[src/rtl/bcd_timer_pkg.sv]
// Shared types, widths and the packed-BCD increment helper for the stopwatch controller.
package bcd_timer_pkg;

  localparam int BCD_W   = 16;
  localparam int NDIGITS = 4;

  typedef enum logic [1:0] {
    CMD_START = 2'd0,
    CMD_STOP  = 2'd1,
    CMD_CLEAR = 2'd2,
    CMD_LAP   = 2'd3
  } cmd_op_e;

  typedef enum logic [2:0] {
    S_IDLE  = 3'd0,
    S_RUN   = 3'd1,
    S_PAUSE = 3'd2,
    S_DONE  = 3'd3,
    S_CLR   = 3'd4
  } state_e;

  // Ripple a +1 through the digits; 9 rolls to 0 and carries, so 9999 wraps to 0000.
  function automatic logic [BCD_W-1:0] bcd_inc(input logic [BCD_W-1:0] v);
    logic [BCD_W-1:0] r;
    logic             carry;
    r     = v;
    carry = 1'b1;
    for (int i = 0; i < NDIGITS; i++) begin
      if (carry) begin
        if (r[4*i +: 4] == 4'd9) begin
          r[4*i +: 4] = 4'd0;
        end else begin
          r[4*i +: 4] = r[4*i +: 4] + 4'd1;
          carry       = 1'b0;
        end
      end else begin
        carry = 1'b0;
      end
    end
    return r;
  endfunction

endpackage

[src/rtl/bcd_timer_ctrl_counter.sv]
// Four-digit packed-BCD counter with synchronous clear and increment strobe.
module bcd4_counter
  import bcd_timer_pkg::*;
(
  input  logic             clk,
  input  logic             rst_n,
  input  logic             clr,
  input  logic             inc,
  output logic [BCD_W-1:0] count,
  output logic [BCD_W-1:0] count_next
);

  assign count_next = bcd_inc(count);

  // Count register: clear has priority over increment.
  always_ff @(posedge clk or negedge rst_n) begin
    if (!rst_n) begin
      count <= 16'h0000;
    end else if (clr) begin
      count <= 16'h0000;
    end else if (inc) begin
      count <= count_next;
    end else begin
      count <= count;
    end
  end

endmodule

[src/rtl/bcd_timer_ctrl.sv]
// Stopwatch/timer sequencer: command handshake, clock prescaler, BCD limit compare, lap capture.
module bcd_timer_ctrl
  import bcd_timer_pkg::*;
#(
  parameter  int PRESCALE = 1000,
  localparam int PS_W     = $clog2(PRESCALE + 1)
) (
  input  logic        clk,
  input  logic        rst_n,
  input  logic        cmd_valid,
  output logic        cmd_ready,
  input  logic [1:0]  cmd_op,
  input  logic        limit_en,
  input  logic [15:0] limit,
  output logic [15:0] count,
  output logic [15:0] lap,
  output logic        lap_valid,
  output logic        running,
  output logic        done,
  output logic        tick
);

  localparam logic [PS_W-1:0] PS_LAST = PS_W'(PRESCALE - 1);

  state_e           state_r, state_next_s;
  logic [PS_W-1:0]  ps_r, ps_next_s;
  logic [15:0]      lap_r;
  logic             lap_valid_r;
  logic [15:0]      count_s, count_next_s;
  cmd_op_e          op_s;
  logic             accept_s, start_s, stop_s, clear_s, lap_s;
  logic             tick_s, hit_s, cnt_clr_s, cnt_inc_s;

  assign op_s      = cmd_op_e'(cmd_op);
  assign cmd_ready = (state_r != S_CLR);
  assign accept_s  = cmd_valid && cmd_ready;
  assign start_s   = accept_s && (op_s == CMD_START);
  assign stop_s    = accept_s && (op_s == CMD_STOP);
  assign clear_s   = accept_s && (op_s == CMD_CLEAR);
  assign lap_s     = accept_s && (op_s == CMD_LAP);

  assign tick_s    = (state_r == S_RUN) && (ps_r == PS_LAST);
  // Next value is always valid BCD, so a limit with a nibble above 9 can never match.
  assign hit_s     = limit_en && (count_next_s == limit);
  assign cnt_clr_s = (state_r == S_CLR);
  assign cnt_inc_s = tick_s && !clear_s;

  bcd4_counter u_cnt (
    .clk        (clk),
    .rst_n      (rst_n),
    .clr        (cnt_clr_s),
    .inc        (cnt_inc_s),
    .count      (count_s),
    .count_next (count_next_s)
  );

  // Next-state and prescaler logic; CLEAR outranks a coincident tick.
  always_comb begin
    state_next_s = state_r;
    ps_next_s    = ps_r;
    case (state_r)
      S_IDLE: begin
        if (clear_s)      state_next_s = S_CLR;
        else if (start_s) state_next_s = S_RUN;
        else              state_next_s = S_IDLE;
      end
      S_RUN: begin
        if (clear_s) begin
          state_next_s = S_CLR;
        end else if (tick_s) begin
          ps_next_s = {PS_W{1'b0}};
          if (hit_s)       state_next_s = S_DONE;
          else if (stop_s) state_next_s = S_PAUSE;
          else             state_next_s = S_RUN;
        end else if (stop_s) begin
          state_next_s = S_PAUSE;
        end else begin
          ps_next_s = ps_r + PS_W'(1);
        end
      end
      S_PAUSE: begin
        if (clear_s)      state_next_s = S_CLR;
        else if (start_s) state_next_s = S_RUN;
        else              state_next_s = S_PAUSE;
      end
      S_DONE: begin
        if (clear_s) state_next_s = S_CLR;
        else         state_next_s = S_DONE;
      end
      S_CLR: begin
        state_next_s = S_IDLE;
        ps_next_s    = {PS_W{1'b0}};
      end
      default: begin
        state_next_s = S_IDLE;
        ps_next_s    = {PS_W{1'b0}};
      end
    endcase
  end

  // State, prescaler and lap snapshot registers.
  always_ff @(posedge clk or negedge rst_n) begin
    if (!rst_n) begin
      state_r     <= S_IDLE;
      ps_r        <= {PS_W{1'b0}};
      lap_r       <= 16'h0000;
      lap_valid_r <= 1'b0;
    end else begin
      state_r     <= state_next_s;
      ps_r        <= ps_next_s;
      lap_valid_r <= lap_s;
      if (lap_s) lap_r <= count_s;
      else       lap_r <= lap_r;
    end
  end

  assign count     = count_s;
  assign lap       = lap_r;
  assign lap_valid = lap_valid_r;
  assign running   = (state_r == S_RUN);
  assign done      = (state_r == S_DONE);
  assign tick      = tick_s;

endmodule

[config.mk]
export PLATFORM = sky130hd
export DESIGN_NAME = bcd_timer_ctrl
export DESIGN_NICKNAME = d
export VERILOG_FILES = /design/src/rtl/bcd_timer_pkg.sv /design/src/rtl/bcd_timer_ctrl_counter.sv /design/src/rtl/bcd_timer_ctrl.sv
export SDC_FILE = /design/constraint.sdc
export NUM_CORES = 1
export LEC_CHECK = 0
export CAP_MARGIN = 10
export CORE_ASPECT_RATIO = 0.8
export CORE_UTILIZATION = 35
export CTS_BUF_LIST = sky130_fd_sc_hd__clkbuf_2 sky130_fd_sc_hd__clkbuf_4 sky130_fd_sc_hd__clkbuf_8
export DETAILED_ROUTE_END_ITERATION = 8
export DONT_BUFFER_PORTS = 1
export SYNTH_ARGS = -nofsm -noshare
export SYNTH_HDL_FRONTEND = slang
export SYNTH_SLANG_ARGS = --single-unit
[constraint.sdc]
create_clock -name clk -period 5.8 [get_ports clk]
set_input_delay 1.16 -clock clk [delete_from_list [all_inputs] [get_ports clk]]
set_output_delay 1.16 -clock clk [all_outputs]
set_load 0.03 [all_outputs]
; Yosys cells after proc, flatten, opt, wreduce, memory -nomap -nowiden
; Cells that the tools add are included.
[word_totals]
ff_bits = 46
out_inout_bits = 37
[classes]
add_sub_neg = 5
n_eq_ne = 17
n_mux = 29
bitwise_logic = 1
n_reduce_logical = 14
[op_table]
columns = operator, count
row1 = 2-to-1 mux 16 bit, 2
row2 = 2-to-1 mux 10 bit, 3
row3 = 2-to-1 mux 4 bit, 7
row4 = case mux 10 bit (2 select lines), 1
row5 = 2-to-1 mux 3 bit, 6
row6 = "adder 4 x 1 -> 4 bit, second input constant", 4
row7 = equality test 16 bit, 1
row8 = "equality test 4 bit, second input constant", 4
row9 = case mux 3 bit (4 select lines), 1
row10 = "adder 10 x 1 -> 10 bit, second input constant", 1
row11 = "equality test 10 bit, second input constant", 1
row12 = logical AND 1 bit, 8
row13 = "equality test 3 x 2 -> 1 bit, second input constant", 2
row14 = 2-to-1 mux 1 bit, 6
row15 = 2-to-1 mux 2 bit, 3
row16 = "equality test 2 bit, second input constant", 2
row17 = "!= test 4 x 1 -> 1 bit, second input constant", 1
row18 = "equality test 3 x 1 -> 1 bit, second input constant", 1
row19 = "equality test 3 bit, second input constant", 1
row20 = logical NOT 3 bit, 1
row21 = "!= test 3 x 2 -> 1 bit, second input constant", 1
row22 = "!= test 3 bit, second input constant", 1
row23 = AND reduction 3 bit, 1
row24 = OR reduction 3 bit, 1
row25 = other kinds (6), 6

; Longest topological paths before layout
[depth]
word_depth = 11
depth_mapped = 11
ltp_nobuf = 9

; By module
; A second synthesis with hierarchy kept.
[unflattened]
cells_unflattened = 288
hier_area_um2 = 2841.5
[modules_own_cells]
columns = mod, instances, cells_per_inst, area_each_um2, seq_area_each_um2
row1 = bcd_timer_ctrl, 1, 151, 1657.8, 750.7
row2 = bcd4_counter, 1, 137, 1183.6, 400.4

; Least setup slack after synthesis
; Ideal clock, no wire load.
[synth_path]
path_type = reg2out
from = reg state_r[2]
to = out tick
arrival_ns = 1.817
slack_ns = 2.823
stages_incl_launch_ff = 4
cell_sequence = dfrtp_1 buf_2 nor3b_1 and2_1
[synth_between]
elab_chain_len = 2
[synth_rtl]
columns = element, line_no
row1 = start: declaration, bcd_timer_ctrl.sv:25  ; state_e state_r, state_next_s;
row2 = start signal: assignment, bcd_timer_ctrl.sv:109  ; state_r <= state_next_s;
row3 = equality test 3 x 1 -> 1 bit, n/a
row4 = named net running, bcd_timer_ctrl.sv:18  ; output logic running,
row5 = logical AND 1 bit, bcd_timer_ctrl.sv:42  ; assign tick_s = (state_r == S_RUN) && (ps_r == PS_LAST);
row6 = end: declaration, bcd_timer_ctrl.sv:20  ; output logic tick
; The timed path passes the listed nets, and every way through them passes these cells.

; Final worst setup path
[layout_path]
from = reg ps_r[0]
to = out tick
[layout_between]
elab_chain_len = 2
[layout_rtl]
columns = element, line_no
row1 = start: declaration, bcd_timer_ctrl.sv:26  ; logic [PS_W-1:0] ps_r, ps_next_s;
row2 = start signal: assignment, bcd_timer_ctrl.sv:105  ; ps_r <= {PS_W{1'b0}};
row3 = start signal: assignment, bcd_timer_ctrl.sv:110  ; ps_r <= ps_next_s;
row4 = equality test 10 bit, bcd_timer_ctrl.sv:42
row5 = logical AND 1 bit, bcd_timer_ctrl.sv:42
; Every way passes these cells.

==> flow_summary_export.csv <==
group,metric,value,unit
route,wl_per_cell,17.69,um
timing,setup_violations,0,
grt,globalRoute.totalOverflow,0,
route,wl_met3,698,um
worst_setup_path,path_max_fanout,5,
die,fp.dieH,82.86,um
route,drtIter0Drc,259,
worst_setup_path,crit_chain,"ha_1 > nand4_1 > nor4_2 > and2_1",
grt,grt_usage,0.1779,
logic_synthesis,synth.area.top_cells,"dfrtp_1 (40%), mux2_2 (5.1%), o21ai_0 (4.4%), nand2_1 (4.3%), xnor2_1 (3.4%)",
logic_synthesis,synthArstFlopShare,1.000,
power_and_ir_drop,leakage,1.265,nW
clocking,clock_path_buffers,2,
die,row_count,29,
grt,grt_max_degree,47,
place,portBuffers,0,
flow_run,max_cap_viol_count,0,
clocking,post_cts_buffers,0,
timing,rsz0062_at_grt,"no",
timing,post-route-period-util,0.5515,
timing,finalSetupTns,0,ns
clocking,htree_levels,2,
grt,grt_pass1_vias,2185,
clocking,cts_tree,"yes",
worst_setup_path,startpoint_type,"register",
timing,clock_skew,0.004787,ns
timing,hold_viol,0,
place,gp_congestion,0.8345,
power_and_ir_drop,p_per_area,218.8,nW/um^2
logic_synthesis,ys_warn_count,0,
die,core,7910,sq um
worst_setup_path,worstPathRequired,4.64,ns
layout,n_antenna_cell,0,
logic_synthesis,syn_avg_cell_area,9.167,sq um
clocking,holdBufCountCts,0,
route,drc_errors,0,
layout,area_delta_synth_final,5.512,%
layout,fin_nets,332,
logic_synthesis,yosys.area.top_type,"dfrtp_1",
layout,drive_above_1_share,0.08553,
logic_synthesis,synth_cell_type_count,55,
clocking,clockRootBuffer,"clkbuf_8",
outcome,status,"completed",
logic_synthesis,syn_area,2860,sq um
route,routed_wirelength,7288,um
worst_setup_path,path_class,"reg2out",
timing,slew_viol_final,0,
logic_synthesis,synth-edff-count,0,
logic_synthesis,synth_top_area_share,0.4024,
worst_setup_path,end_kind,"primary output",
logic_synthesis,syn_nets,341,
timing,tightestPinTransition,0.8716,ns
route,routed_via_density,5.740,
min_path,hold_path.class,"reg2reg",
worst_setup_path,worstPathArrival,2.04,ns
worst_setup_path,crit_path_top_delay_cell,"nor4_2",
clocking,clk_pin_slew_worst_paths,0.08,ns
route,wl_met1,3551,um
die,ios,59,
layout,mostFrequentLayoutCell,"dfrtp_1",
power_and_ir_drop,peakVddDrop,0.00009143,V
die,die-area,8540,sq um
route,drtAntennaViolNets,0,
clocking,ctsResizeCount,0,
worst_setup_path,max_stage_delay,0.53,ns
place,dp.cells,404,
grt,antenna_found_initial,0,
die,fp.dieW,103.1,um
route,vias,2365,
grt,grt_first_pass_wirelength,11670,um
route,wl_met2,2984,um
layout,final_cell_mix,"dfrtp_1 (46), nand2_1 (33), o21ai_0 (25)",
logic_synthesis,ys_seq_area_frac,0.4024,
timing,fin_crit,3.199,ns
route,topRoutingLayerUsed,"met4",
timing,relSlewSlack,0.4173,
layout,layout.cells.non_filler,412,
clocking,cts_buffers,5,
place,post-dp-hpwl,5413,um
timing,timing.fmax,0.3126,GHz
logic_synthesis,ys.flop_type,"dfrtp_1",
route,drt_first_pass_iters,5,
logic_synthesis,synth.ff_latch_count,46,
die,start_util,0.3616,
clocking,clock_latency,0.29,ns
logic_synthesis,synthCells,312,
clocking,clkSinkCount,46,
[critical path, delay by kind of cell, from the launching register on]
kind          cells  cell delay, ns
flops             1            0.41
simple gates      3            1.12
fa+ha+maj         1            0.21
[per-stage QoR]
step,hold WS (ns),power [mW],util,cell area (sq um),setup WS (ns)
final,0.5302,0.6603,0.3815,3018,2.601
after global routing,0.5285,0.6942,0.3815,3018,2.327
after CTS,0.5299,0.6697,0.3815,3018,2.584
after detailed placement,0.5112,0.4219,0.3671,2904,2.615
after global placement,0.5063,0.4217,0.3671,2904,2.649
after floorplan,0.4761,0.4062,-,2860,2.823
[state kept, by name, summed over array words and instances, names as in the netlist]
name	flops
lap	16
u_cnt.count	16
ps_r	10
state_r	3
lap_valid	1
[where the power goes]
part	leakage, nW	switching, mW	total [mW]	internal (mW)
Combinational	0.571	0.0375	0.0655	0.0280
Sequential	0.635	0.0161	0.350	0.334
Clock	0.0593	0.106	0.245	0.138
[metal layers]
metal | global-route usage | vias to the layer above
met2 | 0.2448 | 116
li1 | - | 1114
met3 | 0.05303 | 7
met5 | 0 | -
met1 | 0.2731 | 1128
met4 | 0.03329 | 0
[final timing paths]
| path | from | endpoint | slack, ns | depth (start not counted) |
|---|---|---|---|---|
| worst max-delay path | ps_r[0] | tick | 2.60 | 4 |
| max in group asynchronous | rst_n | u_cnt.count[13] | 5.16 | 0 |
| worst min register to register | ps_r[1] | ps_r[1] | 0.53 | 2 |
| worst min-delay path | ps_r[1] | ps_r[1] | 0.53 | 2 |
| worst max register to register | u_cnt.count[0] | state_r[0] | 2.60 | 7 |
| min in group asynchronous | rst_n | lap[6] | 0.55 | 0 |
[cells in the mapped netlist (all sizes together) (8+ instances only)]
library cell  instances
dfrtp                46
nand2                33
o21ai                26
nor2                 19
nand3                16
a21oi                15
mux2                 13
buf                  12
xnor2                11
nand2b                8
o41ai                 8
[area by class of cell]
cell class,instances,area (sq um)
clock buffer,7,83.83
clock inverter,1,30.03
sequential,46,1151
fill,795,4892
multi-input combinational,241,1577
tap,108,135.1
timing repair buffer,2,15.01
inverter,7,26.28
[logic make-up (layout without fill, tap and decap cells)]
family	count (synthesis)	in the layout	synth area share
compound gates	76	76	0.1741
xor+xnor	18	18	0.05512
fa+ha+maj	7	7	0.03062
buf+inv	25	17	0.04637
flops	46	46	0.4024
mux	14	14	0.05468
simple gates	126	126	0.2367
Note: power is estimated with default switching activity, not from simulation.
